<file path="config.mk">
export PLATFORM = sky130hd
export DESIGN_NAME = trolley_motor_driver_flat
export DESIGN_NICKNAME = d
export VERILOG_FILES = /design/src/rtl/trolley_motor_pkg.sv /design/src/rtl/trolley_motor_driver_if.sv /design/src/rtl/motor_channel.sv /design/src/rtl/trolley_motor_driver.sv /design/src/flat_wrapper.sv
export SDC_FILE = /design/constraint.sdc
export NUM_CORES = 1
export LEC_CHECK = 0
export ABC_AREA = 0
export CORE_MARGIN = 2
export CORE_UTILIZATION = 55
export DETAILED_ROUTE_END_ITERATION = 8
export GPL_ROUTABILITY_DRIVEN = 0
export PLACE_DENSITY = 0.72
export RECOVER_POWER = 25
export SETUP_SLACK_MARGIN = 0.02
export SYNTH_ARGS = -nofsm -noshare
export SYNTH_HDL_FRONTEND = slang
export SYNTH_HIERARCHICAL = 1
export SYNTH_SLANG_ARGS = --single-unit
</file>
<file path="constraint.sdc">
create_clock -name clk_clk -period 9.05 [get_ports clk_clk]
set_input_delay 1.81 -clock clk_clk [delete_from_list [all_inputs] [get_ports clk_clk]]
set_output_delay 1.81 -clock clk_clk [all_outputs]
set_load 0.01 [all_outputs]
</file>
<file path="src/rtl/trolley_motor_pkg.sv">
// Shared definitions for the trolley motor driver.
//   motor_state_e : per-channel FSM state (also exported for debug)
//   CMD_*         : bit positions inside a 3-bit motor command word
//   duty_width    : bit width needed to hold values 0..max_value
package trolley_motor_pkg;

  typedef enum logic [2:0] {
    IDLE  = 3'd0,
    RUN   = 3'd1,
    STOP  = 3'd2,
    DEAD  = 3'd3,
    ESTOP = 3'd4
  } motor_state_e;

  localparam int CMD_EN  = 2;
  localparam int CMD_DIR = 1;
  localparam int CMD_SPD = 0;

  function automatic int duty_width(input int max_value);
    if (max_value < 1) return 1;
    return $clog2(max_value + 1);
  endfunction

endpackage

</file>
<file path="src/rtl/trolley_motor_driver_if.sv">
// Bundle of command, status and H-bridge pins between the trolley system
// and the motor driver.
//   master : drives motor_l_cmd, motor_r_cmd, prox_stop; observes the rest
//   slave  : the driver; observes commands, drives bridge pins and status
// There is no valid/ready handshake on this bundle: command words and
// prox_stop are level signals, held by the master for as long as they
// apply and sampled by the slave on every rising clock edge. The bridge
// outputs, estop_latched, busy and the state_l/state_r debug taps are
// level outputs that are valid in every cycle.
interface trolley_motor_driver_if;
  import trolley_motor_pkg::*;

  logic [2:0]   motor_l_cmd;
  logic [2:0]   motor_r_cmd;
  logic         prox_stop;
  logic         motor_l_in_a;
  logic         motor_l_in_b;
  logic         motor_l_pwm;
  logic         motor_r_in_a;
  logic         motor_r_in_b;
  logic         motor_r_pwm;
  logic         estop_latched;
  logic [1:0]   busy;
  motor_state_e state_l;
  motor_state_e state_r;

  modport master (
    output motor_l_cmd, motor_r_cmd, prox_stop,
    input  motor_l_in_a, motor_l_in_b, motor_l_pwm,
    input  motor_r_in_a, motor_r_in_b, motor_r_pwm,
    input  estop_latched, busy, state_l, state_r
  );

  modport slave (
    input  motor_l_cmd, motor_r_cmd, prox_stop,
    output motor_l_in_a, motor_l_in_b, motor_l_pwm,
    output motor_r_in_a, motor_r_in_b, motor_r_pwm,
    output estop_latched, busy, state_l, state_r
  );

endinterface

</file>
<file path="src/rtl/motor_channel.sv">
// One H-bridge channel: FSM (IDLE/RUN/STOP/DEAD/ESTOP), soft-start ramp
// duty, applied (PWM) duty register and reversal dead-time counter.
// Ports:
//   clk, rst   : clock, synchronous active-high reset
//   cmd        : registered command word {en, dir, spd}
//   wrap       : shared PWM counter is at its last count this cycle
//   tick       : shared ramp step strobe
//   estop_set  : raw proximity stop, forces ESTOP at the next edge
//   estop_clr  : e-stop release condition, ESTOP -> IDLE
//   in_a, in_b : bridge direction inputs (both 1 = brake)
//   duty       : applied duty, compared against the shared PWM counter
//   busy       : channel not in IDLE
//   state      : FSM state (debug)
module motor_channel
  import trolley_motor_pkg::*;
#(
  parameter  int PWM_PERIOD      = 2500,
  parameter  int HALF_DUTY       = 1250,
  parameter  int RAMP_INC        = 125,
  parameter  int DEADTIME_CYCLES = 50000,
  localparam int DW              = duty_width(PWM_PERIOD),
  localparam int TW              = duty_width(DEADTIME_CYCLES)
) (
  input  logic          clk,
  input  logic          rst,
  input  logic [2:0]    cmd,
  input  logic          wrap,
  input  logic          tick,
  input  logic          estop_set,
  input  logic          estop_clr,
  output logic          in_a,
  output logic          in_b,
  output logic [DW-1:0] duty,
  output logic          busy,
  output motor_state_e  state
);

  motor_state_e  state_q, state_d;
  logic [DW-1:0] ramp_q, ramp_d;
  logic [DW-1:0] duty_q, duty_d;
  logic [TW-1:0] dead_q, dead_d;
  logic          dir_q, dir_d;
  logic          in_a_q, in_a_d;
  logic          in_b_q, in_b_d;
  logic [DW-1:0] cmd_goal;
  logic [DW-1:0] ramp_goal;
  logic          ramp_en;

  // One ramp step toward goal; never overshoots, never wraps.
  function automatic logic [DW-1:0] ramp_step(input logic [DW-1:0] cur,
                                              input logic [DW-1:0] goal);
    if (cur < goal) begin
      return ((goal - cur) > DW'(RAMP_INC)) ? cur + DW'(RAMP_INC) : goal;
    end
    return ((cur - goal) > DW'(RAMP_INC)) ? cur - DW'(RAMP_INC) : goal;
  endfunction

  assign cmd_goal = !cmd[CMD_EN] ? '0 :
                    (cmd[CMD_SPD] ? DW'(PWM_PERIOD) : DW'(HALF_DUTY));

  always_ff @(posedge clk) begin
    if (rst) begin
      state_q <= IDLE;
      ramp_q  <= '0;
      duty_q  <= '0;
      dead_q  <= '0;
      dir_q   <= 1'b0;
      in_a_q  <= 1'b0;
      in_b_q  <= 1'b0;
    end else begin
      state_q <= state_d;
      ramp_q  <= ramp_d;
      duty_q  <= duty_d;
      dead_q  <= dead_d;
      dir_q   <= dir_d;
      in_a_q  <= in_a_d;
      in_b_q  <= in_b_d;
    end
  end

  always_comb begin
    state_d   = state_q;
    ramp_d    = ramp_q;
    duty_d    = duty_q;
    dead_d    = dead_q;
    dir_d     = dir_q;
    in_a_d    = in_a_q;
    in_b_d    = in_b_q;
    ramp_goal = '0;
    ramp_en   = 1'b0;

    if (estop_set) begin
      // E-stop overrides every state and command: brake, no drive.
      state_d = ESTOP;
      ramp_d  = '0;
      dead_d  = '0;
      in_a_d  = 1'b1;
      in_b_d  = 1'b1;
    end else begin
      case (state_q)
        IDLE: begin
          ramp_d = '0;
          if (cmd[CMD_EN]) begin
            dir_d   = cmd[CMD_DIR];
            in_a_d  = cmd[CMD_DIR];
            in_b_d  = ~cmd[CMD_DIR];
            state_d = RUN;
          end
        end
        RUN: begin
          ramp_en = 1'b1;
          if (!cmd[CMD_EN] || (cmd[CMD_DIR] != dir_q)) begin
            state_d   = STOP;
            ramp_goal = '0;
          end else begin
            ramp_goal = cmd_goal;
          end
        end
        STOP: begin
          // Wait for the applied duty (not just the ramp) to reach zero so
          // the bridge is never switched while still being driven.
          if (duty_q == '0) begin
            ramp_d  = '0;
            in_a_d  = 1'b0;
            in_b_d  = 1'b0;
            dead_d  = TW'(DEADTIME_CYCLES);
            state_d = cmd[CMD_EN] ? DEAD : IDLE;
          end else begin
            ramp_en   = 1'b1;
            ramp_goal = '0;
          end
        end
        DEAD: begin
          // Dir is sampled only at the end, so toggling it back and forth
          // during STOP/DEAD cannot shorten the coast.
          if (!cmd[CMD_EN]) begin
            dead_d  = '0;
            state_d = IDLE;
          end else if (dead_q <= TW'(1)) begin
            dead_d  = '0;
            dir_d   = cmd[CMD_DIR];
            in_a_d  = cmd[CMD_DIR];
            in_b_d  = ~cmd[CMD_DIR];
            state_d = RUN;
          end else begin
            dead_d = dead_q - TW'(1);
          end
        end
        ESTOP: begin
          ramp_d = '0;
          if (estop_clr) begin
            in_a_d  = 1'b0;
            in_b_d  = 1'b0;
            state_d = IDLE;
          end
        end
        default: begin
          ramp_d  = '0;
          in_a_d  = 1'b0;
          in_b_d  = 1'b0;
          state_d = IDLE;
        end
      endcase
    end

    if (ramp_en && tick) begin
      ramp_d = ramp_step(ramp_q, ramp_goal);
    end

    // Applied duty follows the ramp only at PWM wrap (no runt pulses);
    // e-stop cuts it immediately.
    if (estop_set) begin
      duty_d = '0;
    end else if (wrap) begin
      duty_d = ramp_d;
    end
  end

  assign in_a  = in_a_q;
  assign in_b  = in_b_q;
  assign duty  = duty_q;
  assign busy  = (state_q != IDLE);
  assign state = state_q;

endmodule

</file>
<file path="src/rtl/trolley_motor_driver.sv">
// Drive end of the motor_l/motor_r command words: registers the commands,
// runs the shared PWM counter and ramp step timer, latches the proximity
// e-stop and instantiates one motor_channel per motor.
// Ports:
//   clk_clk     : system clock
//   reset_reset : synchronous reset, active-high
//   bus         : trolley_motor_driver_if.slave (commands, prox_stop,
//                 bridge pins, estop_latched, busy, debug states)
module trolley_motor_driver
  import trolley_motor_pkg::*;
#(
  parameter int PWM_PERIOD       = 2500,
  parameter int HALF_DUTY        = 1250,
  parameter int RAMP_INC         = 125,
  parameter int RAMP_STEP_CYCLES = 50000,
  parameter int DEADTIME_CYCLES  = 50000
) (
  input logic                   clk_clk,
  input logic                   reset_reset,
  trolley_motor_driver_if.slave bus
);

  localparam int DW = duty_width(PWM_PERIOD);
  localparam int SW = duty_width(RAMP_STEP_CYCLES);

  logic [2:0]    cmd_l_q;
  logic [2:0]    cmd_r_q;
  logic [DW-1:0] pwm_cnt;
  logic [SW-1:0] step_cnt;
  logic          estop_q;
  logic          wrap;
  logic          tick;
  logic          estop_clr;
  logic [DW-1:0] duty_l;
  logic [DW-1:0] duty_r;
  logic          busy_l;
  logic          busy_r;

  assign wrap = (pwm_cnt == DW'(PWM_PERIOD - 1));
  assign tick = (step_cnt == SW'(RAMP_STEP_CYCLES - 1));

  // Release needs the stop input gone and both enables low in the same
  // cycle; a new prox_stop in that cycle wins.
  assign estop_clr = estop_q && !bus.prox_stop &&
                     !bus.motor_l_cmd[CMD_EN] && !bus.motor_r_cmd[CMD_EN];

  always_ff @(posedge clk_clk) begin
    if (reset_reset) begin
      cmd_l_q  <= '0;
      cmd_r_q  <= '0;
      pwm_cnt  <= '0;
      step_cnt <= '0;
      estop_q  <= 1'b0;
    end else begin
      cmd_l_q  <= bus.motor_l_cmd;
      cmd_r_q  <= bus.motor_r_cmd;
      pwm_cnt  <= wrap ? '0 : pwm_cnt + DW'(1);
      step_cnt <= tick ? '0 : step_cnt + SW'(1);
      if (bus.prox_stop) begin
        estop_q <= 1'b1;
      end else if (estop_clr) begin
        estop_q <= 1'b0;
      end
    end
  end

  motor_channel #(
    .PWM_PERIOD      (PWM_PERIOD),
    .HALF_DUTY       (HALF_DUTY),
    .RAMP_INC        (RAMP_INC),
    .DEADTIME_CYCLES (DEADTIME_CYCLES)
  ) u_left (
    .clk       (clk_clk),
    .rst       (reset_reset),
    .cmd       (cmd_l_q),
    .wrap      (wrap),
    .tick      (tick),
    .estop_set (bus.prox_stop),
    .estop_clr (estop_clr),
    .in_a      (bus.motor_l_in_a),
    .in_b      (bus.motor_l_in_b),
    .duty      (duty_l),
    .busy      (busy_l),
    .state     (bus.state_l)
  );

  motor_channel #(
    .PWM_PERIOD      (PWM_PERIOD),
    .HALF_DUTY       (HALF_DUTY),
    .RAMP_INC        (RAMP_INC),
    .DEADTIME_CYCLES (DEADTIME_CYCLES)
  ) u_right (
    .clk       (clk_clk),
    .rst       (reset_reset),
    .cmd       (cmd_r_q),
    .wrap      (wrap),
    .tick      (tick),
    .estop_set (bus.prox_stop),
    .estop_clr (estop_clr),
    .in_a      (bus.motor_r_in_a),
    .in_b      (bus.motor_r_in_b),
    .duty      (duty_r),
    .busy      (busy_r),
    .state     (bus.state_r)
  );

  // Duty 0 gives constant low, duty PWM_PERIOD constant high.
  assign bus.motor_l_pwm   = (pwm_cnt < duty_l);
  assign bus.motor_r_pwm   = (pwm_cnt < duty_r);
  assign bus.estop_latched = estop_q;
  assign bus.busy          = {busy_r, busy_l};

endmodule

</file>
<file path="src/flat_wrapper.sv">
// flat-port wrapper written by rule: the top's interface ports become plain ports
module trolley_motor_driver_flat import trolley_motor_pkg::*;
#(
  parameter int PWM_PERIOD       = 2500,
  parameter int HALF_DUTY        = 1250,
  parameter int RAMP_INC         = 125,
  parameter int RAMP_STEP_CYCLES = 50000,
  parameter int DEADTIME_CYCLES  = 50000
)
  (clk_clk, reset_reset, bus_motor_l_cmd, bus_motor_r_cmd, bus_prox_stop, bus_motor_l_in_a, bus_motor_l_in_b, bus_motor_l_pwm, bus_motor_r_in_a, bus_motor_r_in_b, bus_motor_r_pwm, bus_estop_latched, bus_busy, bus_state_l, bus_state_r);
  trolley_motor_driver_if bus_i ();
  input logic clk_clk;
  input logic reset_reset;
  input wire logic [$bits(bus_i.motor_l_cmd)-1:0] bus_motor_l_cmd;
  input wire logic [$bits(bus_i.motor_r_cmd)-1:0] bus_motor_r_cmd;
  input wire logic [$bits(bus_i.prox_stop)-1:0] bus_prox_stop;
  output wire logic [$bits(bus_i.motor_l_in_a)-1:0] bus_motor_l_in_a;
  output wire logic [$bits(bus_i.motor_l_in_b)-1:0] bus_motor_l_in_b;
  output wire logic [$bits(bus_i.motor_l_pwm)-1:0] bus_motor_l_pwm;
  output wire logic [$bits(bus_i.motor_r_in_a)-1:0] bus_motor_r_in_a;
  output wire logic [$bits(bus_i.motor_r_in_b)-1:0] bus_motor_r_in_b;
  output wire logic [$bits(bus_i.motor_r_pwm)-1:0] bus_motor_r_pwm;
  output wire logic [$bits(bus_i.estop_latched)-1:0] bus_estop_latched;
  output wire logic [$bits(bus_i.busy)-1:0] bus_busy;
  output wire logic [$bits(bus_i.state_l)-1:0] bus_state_l;
  output wire logic [$bits(bus_i.state_r)-1:0] bus_state_r;
  assign bus_i.motor_l_cmd = bus_motor_l_cmd;
  assign bus_i.motor_r_cmd = bus_motor_r_cmd;
  assign bus_i.prox_stop = bus_prox_stop;
  assign bus_motor_l_in_a = bus_i.motor_l_in_a;
  assign bus_motor_l_in_b = bus_i.motor_l_in_b;
  assign bus_motor_l_pwm = bus_i.motor_l_pwm;
  assign bus_motor_r_in_a = bus_i.motor_r_in_a;
  assign bus_motor_r_in_b = bus_i.motor_r_in_b;
  assign bus_motor_r_pwm = bus_i.motor_r_pwm;
  assign bus_estop_latched = bus_i.estop_latched;
  assign bus_busy = bus_i.busy;
  assign bus_state_l = bus_i.state_l;
  assign bus_state_r = bus_i.state_r;
  trolley_motor_driver #(.PWM_PERIOD(PWM_PERIOD), .HALF_DUTY(HALF_DUTY), .RAMP_INC(RAMP_INC), .RAMP_STEP_CYCLES(RAMP_STEP_CYCLES), .DEADTIME_CYCLES(DEADTIME_CYCLES)) u_core (.clk_clk(clk_clk), .reset_reset(reset_reset), .bus(bus_i));
endmodule
</file>
---- Word level (Yosys, flattened, before mapping) ----
Index checks and enable logic that the tools add are counted.
cells by class
  add/subtract/negate cells ............... 12
  $mul .................................... 0
  div/mod/pow operators ................... 0
  magnitude comparators ................... 10
  eq/ne operators ......................... 42
  shift operators ......................... 0
  mux-type cells .......................... 87
  bitwise logic cells ..................... 3
  reductions and logical operators ........ 38
operators with widths
  cell                                                                               count
  12-bit two-way mux                                                                 24
  16-bit two-way mux                                                                 6
  16-bit case mux with 2 select lines                                                2
  12-bit by 7-bit greater-than comparator with 1-bit output (second input constant)  4
  12-bit < comparator                                                                4
  12-bit case mux with 2 select lines                                                2
  12-bit subtractor                                                                  4
  3-bit two-way mux                                                                  13
  16-bit by 1-bit <= comparator with 1-bit output (second input constant)            2
  16-bit by 1-bit subtractor with 16-bit output (second input constant)              2
  3-bit case mux with 5 select lines                                                 2
  5-bit AND reduction                                                                6
  1-bit two-way mux                                                                  28
  12-bit by 7-bit adder with 12-bit output (second input constant)                   2
  12-bit logical NOT                                                                 2
  3-bit inequality test (second input constant)                                      8
  12-bit by 7-bit subtractor with 12-bit output (second input constant)              2
  1-bit case mux with 5 select lines                                                 4
  3-bit by 2-bit inequality test with 1-bit output (second input constant)           6
  16-bit by 1-bit adder with 16-bit output (second input constant)                   1
  16-bit equality test (second input constant)                                       1
  2-bit inequality test (second input constant)                                      8
  12-bit by 1-bit adder with 12-bit output (second input constant)                   1
  12-bit equality test (second input constant)                                       1
  other kinds (18)                                                                   57
word-level totals
  bits in registers ....................... 127
  latch bits .............................. 0
  bits in writable memories ............... 0
  ROM bits ................................ 0
  input bits .............................. 9
  memories kept ........................... 0

---- Logic depth before layout (Yosys ltp) ----
Gate-level depths: netlist of run 1.
  word-level depth ........................ 11
  mapped depth ............................ 18

---- Cells and area by module ----
The synthesis of run 1 kept the hierarchy.
by module, submodules not included
  module                          times used  cells an instance  area an instance (um2)
  motor_channel (u_core.u_right)  1           518                3797.4
  motor_channel (u_core.u_left)   1           521                3734.8
  trolley_motor_driver            1           227                2053.2

---- Least setup slack after synthesis of run 1 ----
OpenSTA, ideal clock, no wires.
  path kind ............................... input -> register
  from .................................... input port bus_prox_stop
  to ...................................... register u_core.u_left.duty_q[7], in the netlist u_core/u_left/duty[7]
  setup time .............................. 0.074 ns
  data arrival time ....................... 5.281 ns
  data required time ...................... 8.976 ns
  slack ................................... 3.695 ns
  cell stages on the path ................. 16
  buffers on the path ..................... 1
  path through ............................ inv_1 nand4_1 or2_2 inv_1 ha_1 inv_1 fa_1 o311ai_0 a31oi_1 a221o_1 nor4_2 buf_2 nor3_1 a2111oi_0 o21ai_1 a31oi_1
between the ends
  word-level cells in the longest chain between the ends .. 7
  elaborated cells on any way between the ends .. 17
  classes of those cells .................. add/sub: 2; order compare: 3; mux: 10; reduce/logical: 2
ends and longest elaborated chain
  element                                                    RTL line              source
  from (decl)                                                flat_wrapper.sv:16    input wire logic [$bits(bus_i.prox_stop)-1:0] bus_prox_stop;
  12-bit two-way mux                                         motor_channel.sv:92   if (estop_set) begin
  12-bit subtractor                                          motor_channel.sv:53   return ((goal - cur) > DW'(RAMP_INC)) ? cur + DW'(RAMP_INC) : goal;
  12-bit by 7-bit greater-than comparator with 1-bit output  motor_channel.sv:53
  12-bit two-way mux                                         motor_channel.sv:53
  12-bit two-way mux                                         motor_channel.sv:52   if (cur < goal) begin
  12-bit two-way mux                                         motor_channel.sv:55   return ((cur - goal) > DW'(RAMP_INC)) ? cur - DW'(RAMP_INC) : goal;
  12-bit two-way mux                                         motor_channel.sv:166  if (ramp_en && tick) begin
  to (signal assigned)                                       motor_channel.sv:73   duty_q <= duty_d;
  to (decl)                                                  motor_channel.sv:40   logic [DW-1:0] duty_q, duty_d;
Parallel ways exist; a longest one is shown, timed or not. The select of a mux whose other input is x is not followed.
A chain may end at the register's enable or synchronous reset.

---- Worst setup path in the final report of run 1 ----
  from .................................... input port bus_prox_stop
  to ...................................... register u_core.u_left.ramp_q[7]
between the ends
  word-level cells in the longest chain between the ends .. 7
  elaborated cells on any way between the ends .. 16
  classes of those cells .................. add/sub: 2; order compare: 3; mux: 10; reduce/logical: 1
ends and longest elaborated chain
  element                                                    RTL line              source
  12-bit two-way mux                                         motor_channel.sv:92
  12-bit subtractor                                          motor_channel.sv:53
  12-bit by 7-bit greater-than comparator with 1-bit output  motor_channel.sv:53
  12-bit two-way mux                                         motor_channel.sv:53
  12-bit two-way mux                                         motor_channel.sv:52
  12-bit two-way mux                                         motor_channel.sv:55
  12-bit two-way mux (*)                                     motor_channel.sv:166
  to (signal assigned)                                       motor_channel.sv:72   ramp_q <= ramp_d;
  to (decl)                                                  motor_channel.sv:39   logic [DW-1:0] ramp_q, ramp_d;
Mark *: on every way between the ends. The rest lies on a longest branch, timed or not. The select of a mux whose other input is x is not followed.

==> flow_metrics.py, run 1 <==
metrics = {
    "status": {
        "outcome": "complete, but fails checks",
        "violations": "max-capacitance violations, max-slew violations",
    },
    "global_route": {
        "grt_usage_pct": 26.94,
        "overflow": 0,
        "grt_pass1_vias": 8212,
        "grt_max_degree": 49,
        "antenna_found_initial": 0,
        "grt_pass1_wl_microns": 40670,
    },
    "floorplan": {
        "die_w_microns": 136.0,
        "ios": 24,
        "dieHeight_microns": 136.0,
        "core_area_sq_um": 17180,
        "initial_core_util_pct": 55.81,
        "dieArea_sq_um": 18500,
        "row_count": 48,
    },
    "worst_setup_path": {
        "worstPathMaxFanout": 15,
        "slowest_delay_ps": 680,
        "crit_chain": "clkdlybuf4s50_1 > inv_1 > nand4_1 > or2_2 > inv_1 > ha_1 > inv_1 > fa_1 > o311ai_0 > a211oi_1 > a31oi_1 > a221o_1 > nor4_2 > buf_4 > a31o_2 > a2111oi_0 > o21ai_1 > a21oi_1",
        "start_kind": "input port",
        "worst_ep_arrival_time_ps": 6760,
        "path_buf_inv": 5,
        "crit_path_top_delay_cell": "clkdlybuf4s50_1",
        "path_common_cell": "inv_1",
        "worstPathRequired_ps": 9360,
        "cp_top_family": "compound AO/OA/AOI/OAI gates",
        "crit_cells": 18,
        "r2r_cells": 16,
        "worstSetupPathType": "input port to flop",
        "endpoint_kind": "flop",
    },
    "synth": {
        "async_flop_share_pct": 0,
        "dominantRegCellSynth": "dfxtp_1",
        "syn_nets": 1341,
        "synth_cells": 1266,
        "synth_area_leaders": "dfxtp_1, ha_1, nor2_1",
        "yosysTopAreaCell": "dfxtp_1",
        "synth_cell_type_count": 97,
        "synth_area_sq_um": 9585,
        "synth.avg_cell_area_sq_um": 7.571,
        "yosysSeqAreaShare_pct": 26.52,
        "synth_edf_count": 0,
        "ys_seq_elements": 127,
        "yosysWarnings": 6,
        "synthDominantCellAreaShare_pct": 26.52,
    },
    "drt": {
        "drt_iter0_markers": 1016,
        "num_vias": 9248,
        "drtAntennaViolNets": 0,
        "drtPass1Iterations": 6,
        "drt-total-wl_microns": 24790,
        "wl_per_cell_microns": 16.70,
        "drc_errors": 0,
        "viasPerCell": 6.232,
    },
    "clock_tree": {
        "cts_sinks": 127,
        "worstSkewPairLatency_ps": 420,
        "cts_resized": 0,
        "clockBufferDepth": 2,
        "root_buffer": "clkbuf_16",
        "cts-buffers-inserted": 17,
        "cts_tree": "built",
        "post_cts_buffers": 0,
        "htreeDepth": 4,
        "clk_pin_slew_ps": 60,
        "hold_buffers": 0,
    },
    "finish": {
        "drive_gt1_share_pct": 6.513,
        "antennaDiodeCount": 0,
        "multiInputGateArea_sq_um": 6395,
        "seq_area_sq_um": 2542,
        "fin_nets": 1324,
        "syn_to_final_growth_pct": 8.223,
        "nFillCells": 1585,
    },
    "power_and_ir_drop": {
        "power_mw": 1.380,
        "peakVddDrop_mv": 0.1573,
        "power_density_nw_per_um2": 133.1,
        "p_leak_nw": 3.929,
    },
    "sta": {
        "final.setup.tns_ps": 0,
        "final.period_utilization_pct": 71.21,
        "setup_viol": 0,
        "hold_violations": 0,
        "rsz0062_at_grt": "false",
        "drv_slew": 47,
        "min_period_ps": 6445,
        "skew_ps": 14.03,
        "timing.fmax_mhz": 155.2,
        "slew_headroom_pct": -54.36,
        "worst_pin_slew_ps": 2315,
    },
    "flow_run": {
        "maxCapViolations": 1,
    },
    "placement": {
        "io_buffers": 23,
        "dp_hpwl_microns": 17560,
    },
    "min_path": {
        "hold_depth": 1,
        "hp-class": "flop to flop",
    },
}
-- flip-flops by register name, summed over array words and instances, names as in the netlist --
| signal | cells |
|---|---|
| u_core/bus.estop_latched | 1 |
| u_core/cmd_l_q | 3 |
| u_core/cmd_r_q | 3 |
| u_core/pwm_cnt | 12 |
| u_core/step_cnt | 16 |
| u_core/u_left/dead_q | 16 |
| u_core/u_left/dir_q | 1 |
| u_core/u_left/duty | 12 |
| u_core/u_left/in_a | 1 |
| u_core/u_left/in_b | 1 |
| u_core/u_left/ramp_q | 12 |
| u_core/u_left/state | 3 |
| u_core/u_right/dead_q | 16 |
| u_core/u_right/dir_q | 1 |
| u_core/u_right/duty | 12 |
| u_core/u_right/in_a | 1 |
| u_core/u_right/in_b | 1 |
| u_core/u_right/ramp_q | 12 |
| u_core/u_right/state | 3 |
-- cells in the final DEF (no fill, tap or decap), types with 15 or more instances in the layout --
cell type and instances:
a21oi_1 102, a21o_1 15, nand3_1 40, nor3_1 56, xor2_1 21, inv_1 76
nor2_1 143, clkdlybuf4s50_1 22, nor2b_1 18, nand2_1 102, or3_1 18, dfxtp_1 127
nor4_1 24, ha_1 64, o21ai_0 75, clkbuf_16 17, a31oi_1 35, xnor2_1 35
-- routing by layer --
layer  vias to the layer above  global-route usage [%]  share of wire, %
li1                       4554                       -                 -
met1                      4250                   36.80                44
met2                       388                   43.41                47
met3                        56                   4.959               7.0
met4                         0                   7.755               1.8
met5                         -                       0                 0
-- cell families (layout without fill, tap and decap cells) --
| family | after synthesis | in the layout | synth area share, % |
|---|---|---|---|
| AO/OA/AOI/OAI | 358 | 358 | 24.59 |
| AND/OR/NAND/NOR | 508 | 508 | 27.02 |
| multiplexers | 11 | 11 | 1.214 |
| buffers and inverters | 140 | 133 | 6.761 |
| XOR/XNOR | 56 | 56 | 5.117 |
| flip-flops | 127 | 127 | 26.52 |
| adder cells (fa/ha/maj) | 66 | 66 | 8.772 |
-- power by group --
group          internal [mW]  switching, mW
Clock                  0.478          0.245
Sequential             0.566         0.0103
Combinational         0.0344         0.0469
Total                   1.08          0.302
-- synth_stat cells (5+ instances only) --
library cell	count
a21o_1	15
nor2_1	143
xnor2_1	35
nor3_1	56
o211ai_1	13
a221oi_1	6
nor2b_1	18
and2_1	11
nand2_1	102
nor4_1	24
a211oi_1	12
a31o_2	5
a21oi_1	102
inv_1	76
nand2b_1	11
a31oi_1	35
ha_1	64
o211a_1	5
nor3b_1	7
o21a_1	5
and3_1	7
o21ai_0	75
nand3b_1	5
or2_2	10
a211o_1	5
mux2_2	5
o31ai_1	6
nand3_1	40
nand4_1	13
mux2i_1	6
o22ai_1	10
xor2_1	21
a22oi_1	8
nor2_4	8
dfxtp_1	127
or3_1	18
clkbuf_1	40
buf_6	6
-- path summary, 6_finish.rpt --
check | startpoint | to | slack (ps)
max | bus_prox_stop | u_core/u_left/ramp_q[7] | 2610
min reg2reg | u_core/step_cnt[0] | u_core/step_cnt[0] | 470
max reg2reg | u_core/u_right/state[0] | u_core/u_right/ramp_q[1] | 3850
min | u_core/step_cnt[0] | u_core/step_cnt[0] | 470
-- final cells by class --
cell class                      count  share of cell area [%]
Clock inverter                      6                   1.278
Sequential cell                   127                   24.51
Timing Repair Buffer               28                   2.497
Multi-Input combinational cell    999                   61.65
Inverter                           76                   2.750
Tap cell                          225                   2.714
Clock buffer                       23                   4.607
-- stage by stage --
step                instance area (sq um)  util (%)  hold WS (ps)  instances  worst slack, ps
finish                              10370     60.39         470.3       1484             2605
detailed placement                   9767     56.86         458.5       1455             2271
global route                        10370     60.39         489.6       1484             2222
floorplan                            9585         -         432.8       1266             3695
CTS                                 10380     60.42         472.5       1484             2703
global placement                     9767     56.86         453.1       1455             2368
Note: power is estimated with default switching activity, not from simulation.
==> run 2: changes to the inputs <==
--- a/config.mk
+++ b/config.mk
@@ -10,7 +10,7 @@
 export CORE_UTILIZATION = 55
 export DETAILED_ROUTE_END_ITERATION = 8
 export GPL_ROUTABILITY_DRIVEN = 0
-export PLACE_DENSITY = 0.72
+export PLACE_DENSITY = 0.75
 export RECOVER_POWER = 25
 export SETUP_SLACK_MARGIN = 0.02
 export SYNTH_ARGS = -nofsm -noshare
==> constraint.sdc (replaced) <==
create_clock -name clk_clk -period 5.21 [get_ports clk_clk]
set_input_delay 1.042 -clock clk_clk [delete_from_list [all_inputs] [get_ports clk_clk]]
set_output_delay 1.042 -clock clk_clk [all_outputs]
set_load 0.01 [all_outputs]
==> run 2 against run 1 <==
The run still ends with max-capacitance violations, max-slew violations left. Sequential power rose by 73%. Count of clock-buffer cells in the layout is 4 lower. Sequential cell count unchanged. Combinational power up 81%. Global-route usage is 0.081 points higher. Setup slack got worse by 2200 ps. Via count grew 2.6%. Sequential share of layout area down 0.64 points. Clock skew down 1.0 ps. Clock power increased by 69%. Critical path type unchanged. Critical endpoint is now u_core/u_left/duty[7]. Largest cell class unchanged. Largest power group unchanged.
==> flow_metrics.py, run 2 (synthesized netlist as in run 1, its figures left out) <==
metrics = {
    "drt": {
        "viasPerCell": 6.233,
        "drtAntennaViolNets": 0,
        "drc_errors": 0,
        "drtPass1Iterations": 5,
        "drt-total-wl_microns": 24820,
        "wl_per_cell_microns": 16.30,
        "drt_iter0_markers": 842,
        "num_vias": 9493,
    },
    "global_route": {
        "grt_max_degree": 50,
        "overflow": 0,
        "grt_pass1_vias": 8483,
        "grt_pass1_wl_microns": 41100,
        "antenna_found_initial": 0,
        "grt_usage_pct": 27.03,
    },
    "sta": {
        "rsz0062_at_grt": "false",
        "final.period_utilization_pct": 92.87,
        "slew_headroom_pct": -12.30,
        "timing.fmax_mhz": 206.7,
        "setup_viol": 0,
        "skew_ps": 13.03,
        "final.setup.tns_ps": 0,
        "worst_pin_slew_ps": 1685,
        "min_period_ps": 4839,
        "drv_slew": 16,
        "hold_violations": 0,
    },
    "clock_tree": {
        "cts_sinks": 127,
        "cts-buffers-inserted": 17,
        "hold_buffers": 0,
        "clk_pin_slew_ps": 60,
        "cts_resized": 0,
        "clockBufferDepth": 2,
        "root_buffer": "clkbuf_16",
        "worstSkewPairLatency_ps": 420,
        "htreeDepth": 4,
        "cts_tree": "built",
        "post_cts_buffers": 0,
    },
    "flow_run": {
        "maxCapViolations": 1,
    },
    "finish": {
        "nFillCells": 1572,
        "antennaDiodeCount": 0,
        "largestRegisters": "u_core/step_cnt x16, u_core/u_left/dead_q x16, u_core/u_right/dead_q x16",
        "mostFrequentLayoutCell": "nor2_1",
        "drive_gt1_share_pct": 9.399,
        "final_core_util_pct": 62.00,
        "final_cell_mix": "nor2_1, dfxtp_1, nand2_1, a21oi_1, inv_1",
        "fin_nets": 1360,
        "syn_to_final_growth_pct": 11.11,
    },
    "worst_setup_path": {
        "worstPathMaxFanout": 15,
        "worstSetupPathType": "input port to flop",
        "slowest_delay_ps": 490,
        "crit_path_top_delay_cell": "clkdlybuf4s50_1",
        "start_kind": "input port",
        "reg2reg_slack_ps": 710,
        "endpoint_kind": "flop",
        "crit_chain": "clkdlybuf4s50_1 > inv_1 > nand4_1 > or2_2 > inv_1 > ha_1 > inv_1 > fa_1 > xor2_1 > a2111oi_0 > a31oi_1 > nor4b_1 > nor4_2 > buf_4 > a31o_2 > a2111oi_0 > o21ai_1 > a31oi_1",
        "path_common_cell": "inv_1",
        "worst_ep_arrival_time_ps": 5180,
        "worstPathRequired_ps": 5550,
    },
    "power_and_ir_drop": {
        "power_density_nw_per_um2": 222.3,
        "p_comb_share_pct": 6.2,
        "p_leak_nw": 4.088,
        "pwr-share-clk_pct": 51.5,
        "p_int_mw": 1.813,
        "swShare_pct": 23.40,
        "power_frac_seq_pct": 42.3,
        "net-switching-power_mw": 0.5540,
        "power_mw": 2.367,
        "peakVddDrop_mv": 0.2056,
    },
    "floorplan": {
        "initial_core_util_pct": 55.81,
        "core_area_sq_um": 17180,
        "dieArea_sq_um": 18500,
        "ios": 24,
        "row_count": 48,
        "die_w_microns": 136.0,
        "dieHeight_microns": 136.0,
    },
    "min_path": {
        "hp-class": "flop to flop",
    },
    "status": {
        "violations": "max-capacitance violations, max-slew violations",
        "outcome": "complete, but fails checks",
    },
    "placement": {
        "dp_hpwl_microns": 17840,
        "io_buffers": 23,
    },
}
## run 2: changes by cell type in the layout (fill, tap and decap cells not counted), moves of 2 or more
cell | previous run | this run
buf_4 | 4 | 39
clkdlybuf4s50_1 | 22 | 16
dlygate4sd3_1 | 0 | 6
clkinvlp_4 | 1 | 6
clkbuf_8 | 3 | 1
inv_6 | 0 | 2
## run 2: per-stage QoR
stage | cell area, sq um | cells | worst slack (ps) | hold WS, ps
floorplan | 9585 | 1266 | 623.2 | 432.8
finish | 10650 | 1523 | 371.3 | 470.3
CTS | 10660 | 1523 | 418.9 | 474.4
global placement | 10050 | 1491 | 32.65 | 455.9
detailed placement | 10050 | 1491 | -12.76 | 465.9
global route | 10650 | 1523 | 113.4 | 495.6
## run 2: final cells by class
type	count	area, sq um	area share, %
clock inverter	13	162.7	1.527
clock buffer	19	442.9	4.159
inverter	76	285.3	2.679
sequential	127	2542	23.87
multi-input combinational	999	6395	60.04
tap	225	281.5	2.643
timing repair buffer	64	540.5	5.075
## run 2: power by group through the flow
| stage | combinational, mW | sequential, mW | clock (mW) |
|---|---|---|---|
| after floorplan | 0.0986 | 1.02 | 0 |
| after global placement | 0.145 | 1.02 | 0 |
| after global routing | 0.163 | 1.00 | 1.28 |
| after CTS | 0.149 | 1.00 | 1.24 |
| final | 0.147 | 1.00 | 1.22 |
| after detailed placement | 0.148 | 1.02 | 0 |
## run 2: worst paths after layout
kind | start | endpoint | cells past startpoint
worst min register to register | u_core/u_right/dead_q[7] | u_core/u_right/dead_q[7] | 2
worst max-delay path | bus_prox_stop | u_core/u_left/duty[7] | 18
worst min-delay path | u_core/u_right/dead_q[7] | u_core/u_right/dead_q[7] | 2
worst max register to register | u_core/u_left/state[0] | u_core/u_left/duty[7] | 17
## run 2: critical path: cells and delay by family
family	cells	cell delay [ps]
XOR/XNOR	1	180
buffers and inverters	5	1000
adder cells (fa/ha/maj)	2	620
AO/OA/AOI/OAI	6	1470
AND/OR/NAND/NOR	4	870
## run 2: routing by layer
| layer | global-route usage [%] | wire length [microns] |
|---|---|---|
| met1 | 37.06 | 11420 |
| met2 | 43.16 | 11460 |
| met3 | 4.251 | 1400 |
| met4 | 9.317 | 540 |
| met5 | 0 | 0 |
==> run 3: changes to the inputs <==
--- a/config.mk
+++ b/config.mk
@@ -17,3 +17,4 @@
 export SYNTH_HDL_FRONTEND = slang
 export SYNTH_HIERARCHICAL = 1
 export SYNTH_SLANG_ARGS = --single-unit
+export TNS_END_PERCENT = 50
==> results of run 3 <==
No change in the layout: final DEF, timing and power equal those of run 2.
